$ cat src/rtl/dnn_stream_loader.sv
// Stream unpacker feeding the 4-4-2 DNN datapath: loads 24 weights, then
// repeatedly loads 4-word input samples, draining the downstream pipeline before reloads.
module dnn_stream_loader #(
    parameter int DW    = 5,
    parameter int NW    = 24,
    parameter int NX    = 4,
    parameter int DRAIN = 3
) (
    input  logic          clk,
    input  logic          rst,
    input  logic [DW-1:0] s_data,
    input  logic          s_valid,
    output logic          s_ready,
    input  logic          reload_w,
    output logic [DW-1:0] w04, w05, w06, w07,
    output logic [DW-1:0] w14, w15, w16, w17,
    output logic [DW-1:0] w24, w25, w26, w27,
    output logic [DW-1:0] w34, w35, w36, w37,
    output logic [DW-1:0] w48, w58, w68, w78,
    output logic [DW-1:0] w49, w59, w69, w79,
    output logic [DW-1:0] x0, x1, x2, x3,
    output logic          in_ready,
    output logic          weights_valid
);

    localparam int CW = (DRAIN > 1) ? $clog2(DRAIN) : 1;

    typedef enum logic [1:0] {ST_LOAD_W, ST_LOAD_X, ST_DRAIN} state_t;

    state_t          state, state_n;
    logic [4:0]      idx, idx_n;
    logic [CW-1:0]   cnt, cnt_n;
    logic            reload_pend, pend_n;
    logic            wv_n, ir_n;
    logic            accept, w_we, xs_we, x_we;

    logic [DW-1:0]   wreg [0:NW-1];
    logic [DW-1:0]   xs   [0:NX-2];

    assign s_ready = (state != ST_DRAIN);
    assign accept  = s_valid && s_ready;

    always_ff @(posedge clk or posedge rst) begin
        if (rst) begin
            state         <= ST_LOAD_W;
            idx           <= '0;
            cnt           <= '0;
            reload_pend   <= 1'b0;
            weights_valid <= 1'b0;
            in_ready      <= 1'b0;
        end else begin
            state         <= state_n;
            idx           <= idx_n;
            cnt           <= cnt_n;
            reload_pend   <= pend_n;
            weights_valid <= wv_n;
            in_ready      <= ir_n;
        end
    end

    always_comb begin
        state_n = state;
        idx_n   = idx;
        cnt_n   = cnt;
        // reload requests only register while streaming samples
        pend_n  = reload_pend | (reload_w && (state == ST_LOAD_X));
        wv_n    = weights_valid;
        ir_n    = 1'b0;
        w_we    = 1'b0;
        xs_we   = 1'b0;
        x_we    = 1'b0;
        case (state)
            ST_LOAD_W: begin
                if (accept) begin
                    w_we = 1'b1;
                    if (idx == 5'(NW - 1)) begin
                        wv_n    = 1'b1;
                        idx_n   = '0;
                        state_n = ST_LOAD_X;
                    end else begin
                        idx_n = idx + 5'd1;
                    end
                end
            end
            ST_LOAD_X: begin
                if (accept) begin
                    if (idx == 5'(NX - 1)) begin
                        x_we  = 1'b1;
                        ir_n  = 1'b1;
                        idx_n = '0;
                    end else begin
                        xs_we = 1'b1;
                        idx_n = idx + 5'd1;
                    end
                end else if (idx == '0 && reload_pend) begin
                    state_n = ST_DRAIN;
                    cnt_n   = '0;
                    pend_n  = 1'b0;
                end
            end
            ST_DRAIN: begin
                if (cnt == CW'(DRAIN - 1)) begin
                    wv_n    = 1'b0;
                    idx_n   = '0;
                    state_n = ST_LOAD_W;
                end else begin
                    cnt_n = cnt + 1'b1;
                end
            end
            default: state_n = ST_LOAD_W;
        endcase
    end

    always_ff @(posedge clk or posedge rst) begin
        if (rst) begin
            for (int unsigned i = 0; i < NW; i++) wreg[i] <= '0;
            for (int unsigned i = 0; i < NX - 1; i++) xs[i] <= '0;
            x0 <= '0;
            x1 <= '0;
            x2 <= '0;
            x3 <= '0;
        end else begin
            if (w_we)  wreg[idx] <= s_data;
            if (xs_we) xs[idx[1:0]] <= s_data;
            // outputs update atomically so a partial sample is never visible
            if (x_we) begin
                x0 <= xs[0];
                x1 <= xs[1];
                x2 <= xs[2];
                x3 <= s_data;
            end
        end
    end

    assign {w04, w05, w06, w07} = {wreg[0],  wreg[1],  wreg[2],  wreg[3]};
    assign {w14, w15, w16, w17} = {wreg[4],  wreg[5],  wreg[6],  wreg[7]};
    assign {w24, w25, w26, w27} = {wreg[8],  wreg[9],  wreg[10], wreg[11]};
    assign {w34, w35, w36, w37} = {wreg[12], wreg[13], wreg[14], wreg[15]};
    assign {w48, w58, w68, w78} = {wreg[16], wreg[17], wreg[18], wreg[19]};
    assign {w49, w59, w69, w79} = {wreg[20], wreg[21], wreg[22], wreg[23]};

endmodule

$ cat config.mk
export PLATFORM = sky130hd
export DESIGN_NAME = dnn_stream_loader
export DESIGN_NICKNAME = d
export VERILOG_FILES = /design/src/rtl/dnn_stream_loader.sv
export SDC_FILE = /design/constraint.sdc
export NUM_CORES = 1
export LEC_CHECK = 0
export CAP_MARGIN = 20
export CORE_AREA = 2 2 98 148
export DETAILED_ROUTE_END_ITERATION = 12
export DIE_AREA = 0 0 100 150
export DONT_BUFFER_PORTS = 1
export PLACE_DENSITY_LB_ADDON = 0.05
export SETUP_SLACK_MARGIN = 0.1
export SLEW_MARGIN = 20
export SYNTH_ARGS = -nofsm -noshare
export SYNTH_HDL_FRONTEND = slang
export SYNTH_SLANG_ARGS = --single-unit
$ cat constraint.sdc
create_clock -name clk -period 10.09 [get_ports clk]
set_input_delay 1.5135 -clock clk [delete_from_list [all_inputs] [get_ports clk]]
set_output_delay 1.5135 -clock clk [all_outputs]
set_load 0.02 [all_outputs]
==> results.md, run 1 <==
- Die height: 150 µm
- Buf+Inv Stages, Crit Path: 2
- Final worst-path cycle share: 0.2992
- DRC errors left: 0
- Data required, critical path: 8580 ps
- Number of global-route vias before repair: 3885
- Post-CTS sizing: 0
- Dpl hpwl: 9.671 mm
- Max Cap Viol: 0
- Die area: 15000 µm²
- Global-route wire length before repair: 23.03 mm
- Bufs on Longest Clock Path: 2
- Syn_area_per_cell: 14.55 µm²
- CP top delay family: flip-flops
- Area Overhead vs Synth: 10.12%
- Antenna viol nets, final: 0
- GRT overflow: 0
- Initial antenna violation count: 0
- Crit. Startpoint: state[0]$_DFFE_PP0P_
- Share of cells above drive strength 1: 0.4144
- Synth Cell Area: 6751 µm²
- Crit-path most repeated cell: inv_1
- Startpoint Class: register
- Pleak: 0.003584 µW
- I/O Pins: 152
- Unique masters post-synth: 40
- Drt pass-1 iters: 4
- Yosys warning count: 0
- Most flop-heavy register: xs
- Worst stage delay on the critical path: 410 ps
- Min-delay worst type: reg -> reg
- Net count, final: 478
- Share of synthesized registers carrying an async set or reset: 1.000
- R2R setup slack: 7600 ps
- Crit-path cells: inv_1, ha_1, inv_1
- Critical path data arrival time: 1510 ps
- Primary FF master, synth: dfrtp_1
- Post-synth EDFFs: 0
- Clock transition at the registers of the reported paths: 70 ps
- Core Util, Final: 0.5390
- Root buffer cell: clkbuf_16
- Final Max Tran Viols: 0
- Routed len/inst: 22.92 µm
- Critical path class: reg -> out
- Largest net degree at the start of global routing: 100
- Stages on worst setup path: 3
- Worst Setup EP: s_ready
- Num CTS Buffers: 17
- Drt total wl: 14.63 mm
- Minimum clock period: 3019 ps
- Power per Cell Area: 322.8 nW/µm²
- Endpoint class of the critical path: primary output
- Total setup buffers inserted after CTS: 0
- Number of clock sinks: 167
- Final hold vios: 0
- Outcome: completed
- Commonest non-fill, non-tap cell in the layout: dfrtp_1
- Maximum vdd drop: 126.0 µV
- Cell count after synthesis: 464
- Overall Power: 2400 µW
- Total GRT Usage: 0.2053
- Yosys reg bits: 167
- Fin Setup TNS: 0 ps
- Reg2reg end: x3[3]$_DFFE_PP0P_
- Detail-routed via count per cell: 5.820
- Top cell type by total area after synthesis: dfrtp_1
- Starting DRT DRC Count: 133
- CP max FO: 9
- Cts hold-fix bufs: 0
- Die X: 100 µm
- Initial core utilization: 0.4895
- Worst Skew: 11.41 ps
- Commonest non-fill, non-tap cells in the layout: dfrtp_1 (167), mux2_2 (155), nand2_1 (22)
- Seq/Total Area, Yosys: 0.6190
- Core area: 13790 µm²
- CTS tree: done
- Syn nets: 482
- Synth area leaders: dfrtp_1 (62%), mux2_2 (26%), ha_1 (1.7%)
- RR Startpoint: state[0]$_DFFE_PP0P_
- H-tree depth: 4
- Clk Latency, worst-skew pair: 430 ps
- Worst-Margin Slew: 883.2 ps
- Highest clock rate: 331.2 MHz
- Max FFs per register: 15
- Count of input and output buffers: 0
- Max_slew headroom: 0.4099
- Yosys top cell area share: 0.6190
- Slowest CP cell: dfrtp_1
- Rows: 53
- Final setup vio count: 0
- N_diodes: 0
- R2R depth: 6
- Vias: 3713
- RSZ-0062 raised after global routing: no
- Gpl congestion: 0.8622
metrics by stage:
stage	area, µm²	setup slack, ps	hold WS, ps	cells
finish	7435	7071	499.8	638
global route	7435	6980	519.2	638
CTS	7435	7051	505.3	638
detailed placement	6854	6863	491.5	606
global placement	6843	6586	483.7	605
floorplan	6751	4058	474.9	464
logic make-up (layout without fill, tap and decap cells):
kind of cell             count (synthesis)  after routing  synth area share
flip-flops                             167            167            0.6190
buffers and inverters                   37             46           0.02558
adder cells (fa/ha/maj)                  9              9           0.01668
AND/OR/NAND/NOR                         69             69           0.04948
AO/OA/AOI/OAI                           25             25           0.02761
multiplexers                           157            157            0.2617
synthesized netlist by cell type (all sizes together) (3+ instances only):
library cell  instances
a21oi                 6
and3                  4
clkbuf               10
dfrtp               167
nor3                  3
nand2b                3
ha                    9
buf                  15
inv                  12
nand2                22
o21ai                 6
nand3                12
mux2                156
o32ai                 3
nor2                 16
area by class of cell:
class                   instances  area, µm²
repair buffers                  2      18.77
clock inverters                15      155.1
multi-input cells             260       2400
well taps                     165      206.4
inverters                      12      50.05
flip-flops and latches        167       4179
clock buffers                  17      425.4
fillers                      1176       6359
worst min path at each step:
stage	startpoint	endpoint	slack, ps	cells after the start
2_1_floorplan	xs[14]$_DFFE_PP0P_	x0[4]$_DFFE_PP0P_	470	1
3_3_place_gp	xs[5]$_DFFE_PP0P_	xs[5]$_DFFE_PP0P_	480	1
3_5_place_dp	xs[2]$_DFFE_PP0P_	x2[2]$_DFFE_PP0P_	490	1
4_1_cts	xs[11]$_DFFE_PP0P_	x0[1]$_DFFE_PP0P_	510	1
5_1_grt	xs[9]$_DFFE_PP0P_	x1[4]$_DFFE_PP0P_	520	1
6_report	xs[2]$_DFFE_PP0P_	x2[2]$_DFFE_PP0P_	500	1
per-layer routing:
layer | up-vias | global-route usage | share of wire | wire length [µm]
met5 | - | 0 | 0 | 0
met4 | 0 | 0.07055 | 0.013 | 189
met3 | 17 | 0.07333 | 0.077 | 1133
met2 | 121 | 0.3497 | 0.52 | 7674
met1 | 1949 | 0.2397 | 0.38 | 5628
li1 | 1626 | - | - | -
power breakdown:
part | switching (µW) | leakage, µW | internal [µW]
Combinational | 203 | 0.00108 | 243
Clock | 288 | 0.000291 | 351
Sequential | 413 | 0.00221 | 902
Total | 904 | 0.00358 | 1500
Power figures use the tool's default switching activity.
==> run 2, diff against run 1 <==
- clock period: 10.09 -> 2.7 ns (I/O delays scaled with it)
==> results.md, run 2 (synthesis gave the netlist of run 1 again) <==
- Startpoint Class: register
- CP max FO: 11
- Gpl congestion: 0.8174
- Max_slew headroom: 0.4823
- Worst stage delay on the critical path: 420 ps
- Initial antenna violation count: 0
- Final Max Tran Viols: 0
- Number of global-route vias before repair: 4001
- Flop pwr share: 0.551
- Die area: 15000 µm²
- Hold_ws: 129.5 ps
- Clock transition at the registers of the reported paths: 70 ps
- Critical path class: reg -> reg
- Reg2reg end: w49[3]$_DFFE_PP0P_
- Max FFs per register: 15
- Hold Path Stages: 1
- Critical path data arrival time: 2530 ps
- Dpl hpwl: 10.04 mm
- Largest net degree at the start of global routing: 46
- WHS Endpoint: w36[3]$_DFFE_PP0P_
- Count of input and output buffers: 0
- DRC errors left: 0
- Minimum clock period: 2227 ps
- H-tree depth: 4
- Antenna viol nets, final: 0
- Net count, final: 485
- Area Overhead vs Synth: 11.14%
- Clk Latency, worst-skew pair: 420 ps
- Data required, critical path: 3000 ps
- Power per Cell Area: 1190 nW/µm²
- Psw: 3330 µW
- CTS tree: done
- Endpoint class of the critical path: register
- Crit-path cells: inv_1, ha_1, nor2b_2, nand3_1, nor2_1, mux2_2
- Commonest non-fill, non-tap cells in the layout: dfrtp_1 (167), mux2_2 (155), nand2_1 (22)
- Die height: 150 µm
- Worst min-delay path startpoint: s_data[3]
- Share of power burned in combinational logic: 0.191
- Total GRT Usage: 0.2075
- GRT overflow: 0
- Most flop-heavy register: xs
- P_int: 5603 µW
- Num CTS Buffers: 17
- Die X: 100 µm
- Final worst-path cycle share: 0.8248
- R2R setup slack: 470 ps
- Bufs on Longest Clock Path: 2
- Share of cells above drive strength 1: 0.4175
- Vias: 3692
- Rows: 53
- Maximum vdd drop: 444.2 µV
- RSZ-0062 raised after global routing: no
- N_diodes: 0
- Finished Layout Cells: 644
- Drt pass-1 iters: 4
- Drt total wl: 14.85 mm
- Worst-Margin Slew: 774.9 ps
- Starting DRT DRC Count: 157
- Detail-routed via count per cell: 5.733
- Switching share of total power: 0.3728
- Final setup vio count: 0
- Global-route wire length before repair: 23.36 mm
- Final hold vios: 0
- Routed len/inst: 23.06 µm
- Outcome: completed
- Core area: 13790 µm²
- RR Startpoint: state[0]$_DFFE_PP0P_
- Fin Setup TNS: 0 ps
- Root buffer cell: clkbuf_16
- Max Cap Viol: 0
- Clk pwr share: 0.258
- I/O Pins: 152
- Pleak: 0.003590 µW
- Slowest CP cell: nor2_1
- Number of clock sinks: 167
- Min-delay worst type: in -> reg
- Commonest non-fill, non-tap cell in the layout: dfrtp_1
- Overall Power: 8933 µW
- Highest clock rate: 449.0 MHz
- Initial core utilization: 0.4895
- Placed Cells: 612
- R2R depth: 6
- Worst Skew: 12.36 ps
[run 2: cell count changes in the layout (fill, tap and decap cells not counted), sizes merged]
cell	delta
clkinvlp	+7
dlygate4sd3	+1
buf	+6
clkinv	-3
inv	-7
clkbuf	+2
[run 2: critical path: cells and delay by family (launching register included)]
family,cells,cell delay (ps)
DFF,1,380
muxes,1,390
and+or+nand+nor,3,1030
buffers and inverters,1,80
adders and majority gates,1,220
[run 2: power groups by stage]
stage                     combinational (µW)  sequential, µW  clock (µW)
after floorplan                         1510            4700           0
after global placement                  1640            4970           0
after detailed placement                1720            4990           0
after CTS                               1730            4940        2370
after global routing                    1890            5040        2460
final                                   1700            4920        2310
[run 2: cell type report]
| class | instances | area (µm²) |
|---|---|---|
| multi-input cells | 260 | 2400 |
| clock inverters | 12 | 118.9 |
| flip-flops and latches | 167 | 4179 |
| well taps | 165 | 206.4 |
| inverters | 12 | 48.80 |
| clock buffers | 19 | 442.9 |
| fillers | 1197 | 6290 |
| repair buffers | 9 | 107.6 |
[run 2: what timing repair did]
item                      in CTS  in global routing
gates resized for setup        0                  0
hold buffers                   1                  0
hold endpoints to repair      10                  0
setup buffers                  0                  0
[run 2: per-stage QoR]
stage	utilization	cell area, µm²	setup slack (ps)
final	0.5440	7503	473.0
after global routing	0.5440	7503	299.3
after CTS	0.5440	7503	465.4
after detailed placement	0.5025	6932	480.3
after global placement	0.5025	6932	524.7
after floorplan	-	6755	168.2
[run 2: layer usage]
metal	wire [µm]	GRT usage	up-vias
met5	0	0	-
met4	293	0.07877	0
met3	1042	0.06726	23
met2	7726	0.3588	124
met1	5791	0.2384	1912
li1	-	-	1633
[run 2: how the worst max path moves through the flow]
stage                    startpoint                 end  slack (ps)  cells past startpoint
2_1_floorplan                   rst  cnt[0]$_DFFE_PP0P_         170                      1
4_1_cts        state[0]$_DFFE_PP0P_  w49[3]$_DFFE_PP0P_         470                      6
3_5_place_dp   state[0]$_DFFE_PP0P_  w49[0]$_DFFE_PP0P_         480                      6
3_3_place_gp   state[0]$_DFFE_PP0P_  w49[0]$_DFFE_PP0P_         520                      6
5_1_grt        state[0]$_DFFE_PP0P_  w49[1]$_DFFE_PP0P_         300                      6
6_report       state[0]$_DFFE_PP0P_  w49[3]$_DFFE_PP0P_         470                      6
==> run 3, diff against run 2 <==
- clock period: 2.7 -> 2.25 ns (I/O delays scaled with it)
==> results.md, run 3 (synthesis gave the netlist of run 1 again) <==
- Share of cells above drive strength 1: 0.4350
- Vias: 3783
- Drt pass-1 iters: 4
- Top routing layer in use: met4
- Net count, final: 498
- Max Cap Viol: 0
- Final hold vios: 0
- Maximum vdd drop: 542.4 µV
- Commonest non-fill, non-tap cell in the layout: dfrtp_1
- Max FFs per register: 15
- Clk Latency, worst-skew pair: 420 ps
- Detailed-routing wirelength on met1: 5.762 mm
- Clk pwr share: 0.257
- Worst min-delay path startpoint: s_data[0]
- Routed len/inst: 22.66 µm
- Dpl hpwl: 10.09 mm
- Core Util, Final: 0.5513
- Overall Power: 10760 µW
- Final setup vio count: 0
- Die X: 100 µm
- Die height: 150 µm
- CTS tree: done
- Startpoint Class: register
- I/O Pins: 152
- WHS Endpoint: w35[0]$_DFFE_PP0P_
- R2R depth: 7
- Total setup buffers inserted after CTS: 0
- P_int: 6773 µW
- Critical path class: reg -> reg
- Clock transition at the registers of the reported paths: 70 ps
- Min-delay worst type: in -> reg
- Commonest non-fill, non-tap cells in the layout: dfrtp_1 (167), mux2_2 (155), nand2_1 (22)
- R2R setup slack: 200 ps
- Detail Route met3 WL: 902 µm
- Initial core utilization: 0.4895
- Finished Layout Cells: 657
- Drt total wl: 14.89 mm
- Psw: 3986 µW
- Fin Setup TNS: 0 ps
- Worst Skew: 8.438 ps
- RSZ-0062 raised after global routing: yes
- Starting DRT DRC Count: 134
- Endpoint class of the critical path: register
- Number of global-route vias before repair: 4088
- RR Startpoint: state[0]$_DFFE_PP0P_
- Worst-Margin Slew: 560.4 ps
- Most flop-heavy register: xs
- Crit. Startpoint: state[0]$_DFFE_PP0P_
- Die area: 15000 µm²
- Final worst-path cycle share: 0.9128
- Total GRT Usage: 0.2092
- N_diodes: 0
- DP Worst Slack: 183.3 ps
- Initial antenna violation count: 0
- Root buffer cell: clkbuf_16
- Flop pwr share: 0.550
- Pleak: 0.003664 µW
- GRT overflow: 0
- Final worst slack: 196.2 ps
- Minimum clock period: 2054 ps
- DRC errors left: 0
- H-tree depth: 4
- Bufs on Longest Clock Path: 2
- Antenna viol nets, final: 0
- Gpl congestion: 0.7979
- Final Max Tran Viols: 0
- Area Overhead vs Synth: 12.62%
- Core area: 13790 µm²
- Count of input and output buffers: 0
- CP max FO: 8
- Share of power burned in combinational logic: 0.193
- Max_slew headroom: 0.6256
- Largest net degree at the start of global routing: 69
- Rows: 53
- Power per Cell Area: 1415 nW/µm²
- Hold Path Stages: 1
- Switching share of total power: 0.3705
- Critical path data arrival time: 2350 ps
- WL met2: 7.958 mm
- Number of clock sinks: 167
- Detail-routed via count per cell: 5.758
- Reg2reg end: xs[9]$_DFFE_PP0P_
- Outcome: completed
- Data required, critical path: 2550 ps
- Global-route wire length before repair: 23.59 mm
- Highest clock rate: 486.9 MHz
- Placed Cells: 625
- Num CTS Buffers: 17
[run 3: timing repair]
action / CTS / global route
endpoints found under the hold margin: 20 / 0
gates resized for setup: 0 / 1
hold buffers: 1 / 0
endpoints found under the setup margin: 0 / 22
[run 3: final cells by class]
cell class	count	area [µm²]
Clock buffer	19	442.9
Clock inverter	12	118.9
Fill cell	1196	6190
Inverter	12	48.80
Multi-Input combinational cell	260	2402
Sequential cell	167	4179
Tap cell	165	206.4
Timing Repair Buffer	22	205.2
[run 3: power by group through the flow]
stage | clock network (µW) | registers, µW | logic [µW]
final | 2770 | 5910 | 2080
after global placement | 0 | 5970 | 2010
after floorplan | 0 | 5640 | 1810
after global routing | 2950 | 6060 | 2310
after detailed placement | 0 | 6000 | 2090
after CTS | 2850 | 5950 | 2100
[run 3: worst max-delay path, cell delays in order, from the launching register on]
cell      delay (ps)
dfrtp_1          400
inv_1             80
ha_1             220
buf_4            170
nand2b_1         230
a211oi_2         300
nand2_1          230
mux2_2           320
[run 3: metal layers]
metal	vias to the layer above	global-route usage
li1	1662	-
met1	1985	0.2384
met2	115	0.3662
met3	21	0.05838
met4	0	0.08836
met5	-	0
[run 3: per-stage QoR]
stage | hold WS (ps) | area [µm²]
3_3_place_gp | 289.1 | 7029
4_1_cts | 49.01 | 7601
5_1_grt | 48.93 | 7604
3_5_place_dp | 293.6 | 7029
6_report | 72.73 | 7604
2_1_floorplan | 474.9 | 6755
[run 3: worst max-delay path by stage]
stage | end | slack [ps] | cells after the start
floorplan | cnt[0]$_DFFE_PP0P_ | -210 | 1
global placement | xs[6]$_DFFE_PP0P_ | 250 | 7
detailed placement | w34[3]$_DFFE_PP0P_ | 180 | 6
CTS | w34[0]$_DFFE_PP0P_ | 170 | 6
global route | xs[2]$_DFFE_PP0P_ | 80 | 7
finish | xs[9]$_DFFE_PP0P_ | 200 | 7
